`src/rtl/tlb_update_arbiter.sv`:
```
// Round-robin arbiter for the TLB update stream with a built-in flush sequencer.
// Optional per-source/flush statistics counters are enabled by defining TLB_ARB_STATS_EN.
module tlb_update_arbiter #(
  parameter int N_SRC     = 2,
  parameter int TLB_BITS  = 128,
  parameter int TLB_ORDER = 10
) (
  input  logic                      aclk,
  input  logic                      aresetn,
  input  logic [N_SRC-1:0]          s_tvalid,
  output logic [N_SRC-1:0]          s_tready,
  input  logic [N_SRC*TLB_BITS-1:0] s_tdata,
  output logic                      m_tvalid,
  input  logic                      m_tready,
  output logic [TLB_BITS-1:0]       m_tdata,
  output logic                      m_tlast,
  input  logic                      flush_req,
  output logic                      flush_busy,
  output logic                      flush_done
`ifdef TLB_ARB_STATS_EN
  ,
  input  logic                      stat_clr,
  output logic [N_SRC*32-1:0]       stat_grants,
  output logic [31:0]               stat_flushes
`endif
);

  localparam int PTR_W = (N_SRC > 1) ? $clog2(N_SRC) : 1;
  localparam int IDX_W = TLB_ORDER + 1;
  localparam logic [IDX_W-1:0] LAST_IDX = IDX_W'((1 << TLB_ORDER) - 1);
  localparam logic [PTR_W-1:0] LAST_SRC = PTR_W'(N_SRC - 1);

  typedef enum logic [1:0] {
    ST_ARB   = 2'd0,
    ST_FLUSH = 2'd1,
    ST_DRAIN = 2'd2
  } state_t;

  state_t               state_r;
  logic [PTR_W-1:0]     rr_r;
  logic [IDX_W-1:0]     idx_r;
  logic                 pending_r;
  logic                 m_tvalid_r;
  logic [TLB_BITS-1:0]  m_tdata_r;
  logic                 busy_r;
  logic                 done_r;

  logic                 free_s;
  logic                 gnt_found_s;
  logic [PTR_W-1:0]     gnt_idx_s;
  logic [PTR_W-1:0]     cand_s;
  logic                 take_s;
  logic                 xfer_s;
  logic [PTR_W-1:0]     rr_next_s;
  logic [TLB_BITS-1:0]  gnt_data_s;

  // Invalidate beat: flush flag in the MSB, set index in the low bits.
  function automatic logic [TLB_BITS-1:0] inval_beat(input logic [IDX_W-1:0] idx);
    logic [TLB_BITS-1:0] beat;
    beat                = '0;
    beat[TLB_BITS-1]    = 1'b1;
    beat[TLB_ORDER-1:0] = idx[TLB_ORDER-1:0];
    return beat;
  endfunction

  assign free_s     = !m_tvalid_r || m_tready;
  assign m_tvalid   = m_tvalid_r;
  assign m_tdata    = m_tdata_r;
  assign m_tlast    = 1'b0;
  assign flush_busy = busy_r;
  assign flush_done = done_r;
  assign xfer_s     = |s_tready;
  assign gnt_data_s = s_tdata[int'(gnt_idx_s)*TLB_BITS +: TLB_BITS];
  assign rr_next_s  = (gnt_idx_s == LAST_SRC) ? PTR_W'(0) : gnt_idx_s + PTR_W'(1);

  // Round-robin search: first valid source at or after the pointer.
  always_comb begin
    gnt_found_s = 1'b0;
    gnt_idx_s   = '0;
    cand_s      = '0;
    take_s      = 1'b0;
    for (int k = 0; k < N_SRC; k++) begin
      cand_s      = PTR_W'((int'(rr_r) + k) % N_SRC);
      take_s      = !gnt_found_s && s_tvalid[cand_s];
      gnt_idx_s   = take_s ? cand_s : gnt_idx_s;
      gnt_found_s = gnt_found_s || take_s;
    end
  end

  // Ready only to the winner, only in ARB with no flush waiting, only when the output can load.
  always_comb begin
    s_tready = '0;
    if (aresetn && (state_r == ST_ARB) && !pending_r && free_s && gnt_found_s) begin
      s_tready[gnt_idx_s] = 1'b1;
    end else begin
      s_tready = '0;
    end
  end

  // Arbitration / flush FSM and output register.
  always_ff @(posedge aclk) begin
    if (!aresetn) begin
      state_r    <= ST_ARB;
      rr_r       <= '0;
      idx_r      <= '0;
      pending_r  <= 1'b0;
      m_tvalid_r <= 1'b0;
      m_tdata_r  <= '0;
      busy_r     <= 1'b0;
      done_r     <= 1'b0;
    end else begin
      done_r <= 1'b0;
      if (flush_req && !busy_r && !pending_r) begin
        pending_r <= 1'b1;
      end
      case (state_r)
        ST_ARB: begin
          if (free_s) begin
            if (pending_r) begin
              state_r    <= ST_FLUSH;
              busy_r     <= 1'b1;
              pending_r  <= 1'b0;
              idx_r      <= '0;
              m_tvalid_r <= 1'b0;
            end else if (xfer_s) begin
              m_tvalid_r <= 1'b1;
              m_tdata_r  <= gnt_data_s;
              rr_r       <= rr_next_s;
            end else begin
              m_tvalid_r <= 1'b0;
            end
          end
        end
        ST_FLUSH: begin
          if (free_s) begin
            m_tvalid_r <= 1'b1;
            m_tdata_r  <= inval_beat(idx_r);
            idx_r      <= idx_r + IDX_W'(1);
            if (idx_r == LAST_IDX) begin
              state_r <= ST_DRAIN;
            end
          end
        end
        ST_DRAIN: begin
          if (m_tvalid_r && m_tready) begin
            m_tvalid_r <= 1'b0;
            done_r     <= 1'b1;
            busy_r     <= 1'b0;
            state_r    <= ST_ARB;
          end
        end
        default: begin
          state_r    <= ST_ARB;
          m_tvalid_r <= 1'b0;
          busy_r     <= 1'b0;
        end
      endcase
    end
  end

`ifdef TLB_ARB_STATS_EN
  logic [31:0] grant_cnt_r [N_SRC];
  logic [31:0] flush_cnt_r;

  // Saturating per-source accepted-beat counters; clear wins over increment.
  always_ff @(posedge aclk) begin
    for (int i = 0; i < N_SRC; i++) begin
      if (!aresetn || stat_clr) begin
        grant_cnt_r[i] <= 32'd0;
      end else if (s_tvalid[i] && s_tready[i] && (grant_cnt_r[i] != 32'hFFFF_FFFF)) begin
        grant_cnt_r[i] <= grant_cnt_r[i] + 32'd1;
      end
    end
  end

  // Wrapping count of completed flushes.
  always_ff @(posedge aclk) begin
    if (!aresetn || stat_clr) begin
      flush_cnt_r <= 32'd0;
    end else if (done_r) begin
      flush_cnt_r <= flush_cnt_r + 32'd1;
    end
  end

  for (genvar g = 0; g < N_SRC; g++) begin : g_stat
    assign stat_grants[g*32 +: 32] = grant_cnt_r[g];
  end
  assign stat_flushes = flush_cnt_r;
`endif

endmodule

```
`config.mk`:
```
export PLATFORM = sky130hd
export DESIGN_NAME = tlb_update_arbiter
export DESIGN_NICKNAME = d
export VERILOG_FILES = /design/src/rtl/tlb_update_arbiter.sv
export SDC_FILE = /design/constraint.sdc
export NUM_CORES = 1
export LEC_CHECK = 0
export CAP_MARGIN = 20
export CORE_AREA = 2 2 153 155
export CTS_CLUSTER_SIZE = 16
export DETAILED_ROUTE_END_ITERATION = 10
export DIE_AREA = 0 0 155 157
export DONT_BUFFER_PORTS = 1
export GPL_ROUTABILITY_DRIVEN = 1
export GPL_TIMING_DRIVEN = 1
export PLACE_DENSITY = 0.43
export RECOVER_POWER = 25
export SLEW_MARGIN = 20
export SYNTH_ARGS = -nofsm -noshare
export SYNTH_HDL_FRONTEND = slang
export SYNTH_SLANG_ARGS = --single-unit
```
`constraint.sdc`:
```
create_clock -name aclk -period 3.9 [get_ports aclk]
set_input_delay 0.39 -clock aclk [delete_from_list [all_inputs] [get_ports aclk]]
set_output_delay 0.39 -clock aclk [all_outputs]
set_load 0.02 [all_outputs]
```
==> results.md <==
- The reg2reg setup slack is 1.31 ns.
- The I/O pin count is about 400.
- The remaining design rule violation count is 0.
- The reg-to-reg critical path startpoint is rr_r.
- The count of distinct cell types in the synthesized netlist is 44.
- The share of synthesized area in the top cell type comes to between 40% and 50%.
- STA puts the critical path data arrival time at ~2.5 ns.
- Across the run, the number of max-cap violations was 0.
- The area overhead of the layout relative to synthesis is 13.52%.
- For this design the ratio of total power to cell area is around 600 nW/µm².
- The remaining global-route overflow is 0.
- The total via count in the routed design is between 4000 and 5000.
- The clock slew at the register clock pins of the worst setup and hold paths is 0.06 ns.
- The most used flip-flop cell after synthesis is sky130_fd_sc_hd__dfxtp_1.
- The normalized max-slew margin is approximately 46%.
- CTS built an H-tree with a depth of 4.
- STA classifies the critical path endpoint as an output pin.
- The full die area is around 24000 µm².
- The startpoint of the most critical hold path is aresetn.
- Clock latency on the worst-skew pair, taken at its later pin, is ~0.42 ns.
- The largest net degree at the start of global routing is between 60 and 70.
- After synthesis, the most frequently instantiated cells are sky130_fd_sc_hd__dfxtp_1, sky130_fd_sc_hd__mux2i_1, sky130_fd_sc_hd__o2bb2ai_1.
- In this run the worst setup path begins at rr_r.
- The largest fanout on the critical path is 38.
- The number of setup buffers added after CTS is 0.
- The max-slew violation count is 0.
- The peak ir drop on the vdd network is between 200 and 300 µV.
- The TritonCTS clock tree is yes.
- The area inside the core boundary is 22500 µm².
- In the finished design, the share of the clock period the worst path needs comes to 74.36%.
- The number of antenna violations at the first check in global routing is 1.
- The average via count per standard cell is between 5 and 6.
- Yosys printed 0 warnings.
- The post-synthesis instance area is 6230 µm².
- Across every metal layer, demand over resource in global routing totals 14.13%.
- The detail-routed net length per standard cell is 21.68 µm.
- The chip height is about 160 µm.
- The number of register bits inferred by synthesis is between 100 and 150.
- For the final routed database, the setup TNS stands at 0 ns.
- Ranked by total cell area, the synthesized netlist is headed by sky130_fd_sc_hd__dfxtp_1, sky130_fd_sc_hd__mux2i_1, sky130_fd_sc_hd__o2bb2ai_1, sky130_fd_sc_hd__o211ai_1, sky130_fd_sc_hd__clkbuf_1.
- The slack of the critical path is about 1 ns.
- In this run the static leakage power is about 2.9 nW.
- At the worst endpoint, the required time is between 3 and 4 ns.
- Counting every net in the synthesized netlist gives around 840.
- The largest stage delay on the critical path is around 0.66 ns.
- The die extent in x is approximately 160 µm.
- Counting flops with a built-in enable in the synthesized netlist gives 0.
- The end of the critical path is s_tready[0].
- For this run, the post-layout net count is 814.
- The congestion estimate from routability-driven global placement came to 0.7740.
- The minimum clock period is 2.900 ns.
- The tightest min-delay check is of the in2reg type.
- The top cell type by total area after synthesis is sky130_fd_sc_hd__dfxtp_1.
- The destination of the worst register-to-register timing path is m_tdata[17].
- The pre-antenna-repair detailed-routing pass consisted of 4 iterations.
- The dominant cell by count in the synthesized netlist is sky130_fd_sc_hd__dfxtp_1.
- The number of clock buffers inserted by TritonCTS is 17.
- The number of cells on the worst reg-to-reg path is 5.
- The number of port buffers is 0.
- The via count of the first global-routing pass is about 4600.
- The flow ran to the end, and the final reports show no timing, DRC or antenna violations.
- The achievable clock frequency is approximately 340 MHz.
- Setup violations remaining at the end of the flow were counted as 0.
- The effective utilization at floorplan is ~28%.
- The post-layout instance count excluding filler cells is 850.
- After synthesis, the share of flip-flops with an asynchronous set or reset is 0%.
- CTS placed an instance of sky130_fd_sc_hd__clkbuf_16 at the clock tree root.
- The number of core rows is 55.
- The actual slew at the worst max-slew pin is 0.8156 ns.
- Traced cell by cell, the critical path runs through nor2b_1 > nand2b_4 > nor2b_1.
- The minimum setup slack after placement is 1.215 ns.
- Setup repair after global routing left no endpoint under its margin.
- Counting every sink on the clock net gives roughly 150.
- The gate count after technology mapping is around 580.
- By startpoint and endpoint, the worst setup path is classified as reg2out.
- No sink is reached through more buffers than the 2 on the longest clock path.
- The worst setup path is launched from a flop.
- The post-cts gate resize count is 0.
- The final layout contains routed wiring with a total length of 18430 µm.
- Sequential elements use 46.92% of the synthesized area.
- Cells with a size suffix above 1 make up under 10% of the layout.
- For this block, the initial DRC count from the detailed router was around 240.
- The hold buffer count at cts is 0.
- The number of failing hold endpoints at the final stage came to 0.
- The first global-routing pass estimated approximately 26000 µm of wire.
- The synthesized area per cell is about 11 µm².
- Once detail routing completed, the nets flagged for antenna violations numbered 0.
- Counting stages on the worst path, the most repeated cell is sky130_fd_sc_hd__nor2b_1.
- The clock skew is 0.01233 ns.
- The fill cell total of the finished layout is between 2000 and 2500.
- The placed cell count is about 820.
- The post-DP HPWL is ~14000 µm.
- Among all stages on the critical path, the largest delay is contributed by sky130_fd_sc_hd__nand2b_4.
==> sequential cells by signal, indices dropped and copies added, names as in the netlist <==
register and flops:
m_tvalid 1, flush_busy 1, rr_r 1, m_tdata 128, idx_r 11, state_r 2
flush_done 1, pending_r 1
==> cell type report <==
class	count	area, µm²	area share, %
antenna	1	2.502	0.03539
clock inverter	13	172.7	2.442
sequential	146	2923	41.33
tap	285	356.6	5.042
clock buffer	19	442.9	6.263
multi-input combinational	373	3078	43.52
inverter	7	26.28	0.3716
timing repair buffer	6	70.07	0.9908
==> placed cells by master, fill, tap and decap left out, drive strengths merged, types with 5 or more instances in the layout <==
master and instances:
dfxtp 146, mux2i 120, o2bb2ai 117, nand2 24, clkbuf 19, o211ai 18, nor2 12, a22o 10
inv 10, nand3 8, nor2b 7, a21oi 6, buf 6, o21ai 5, nand2b 5
==> power breakdown <==
group	switching [W]	internal [W]
registers	0.000347	0.00167
clock network	0.000675	0.00104
logic	0.000284	0.000198
total	0.00131	0.00290
==> critical path: cells and delay by family (launching register included) <==
kind | cells | cell delay (ns)
DFF | 1 | 0.31
and+or+nand+nor | 3 | 1.76
==> how the worst min path moves through the flow <==
stage | endpoint | cells after the start
3_3_place_gp | rr_r | 2
3_5_place_dp | rr_r | 2
6_report | state_r[1] | 1
4_1_cts | state_r[1] | 1
5_1_grt | state_r[1] | 1
2_1_floorplan | idx_r[9] | 2
==> metal layers <==
| layer | wire (µm) | global-route usage [%] | part of all wire [%] | vias to the layer above |
|---|---|---|---|---|
| met3 | 1643 | 5.231 | 8.9 | 16 |
| li1 | - | - | - | 2162 |
| met1 | 7696 | 17.29 | 42 | 2130 |
| met4 | 327 | 5.026 | 1.8 | 0 |
| met2 | 8765 | 22.84 | 48 | 255 |
| met5 | 0 | 0 | 0 | - |
==> through the flow <==
stage          util [%]  hold WS [ns]  power (W)  area, µm²
2_1_floorplan         -        0.4609   0.002395       6230
3_3_place_gp      28.66        0.4991   0.002528       6449
3_5_place_dp      28.66        0.5026   0.002537       6449
4_1_cts           31.39       0.06838   0.004270       7064
5_1_grt           31.43       0.07467   0.004413       7072
6_report          31.43       0.09505   0.004207       7072
==> cell families (layout without fill, tap and decap cells) <==
family | after synthesis | in the layout | synth area share (%)
other | 1 | 2 | 0.06020
flip-flops | 146 | 146 | 46.92
XOR/XNOR | 4 | 4 | 0.5623
buffers and inverters | 57 | 45 | 3.957
multiplexers | 120 | 120 | 19.28
AND/OR/NAND/NOR | 77 | 77 | 6.307
AO/OA/AOI/OAI | 170 | 170 | 22.72
adder cells (fa/ha/maj) | 1 | 1 | 0.2008
(Power assumes the default switching activity.)
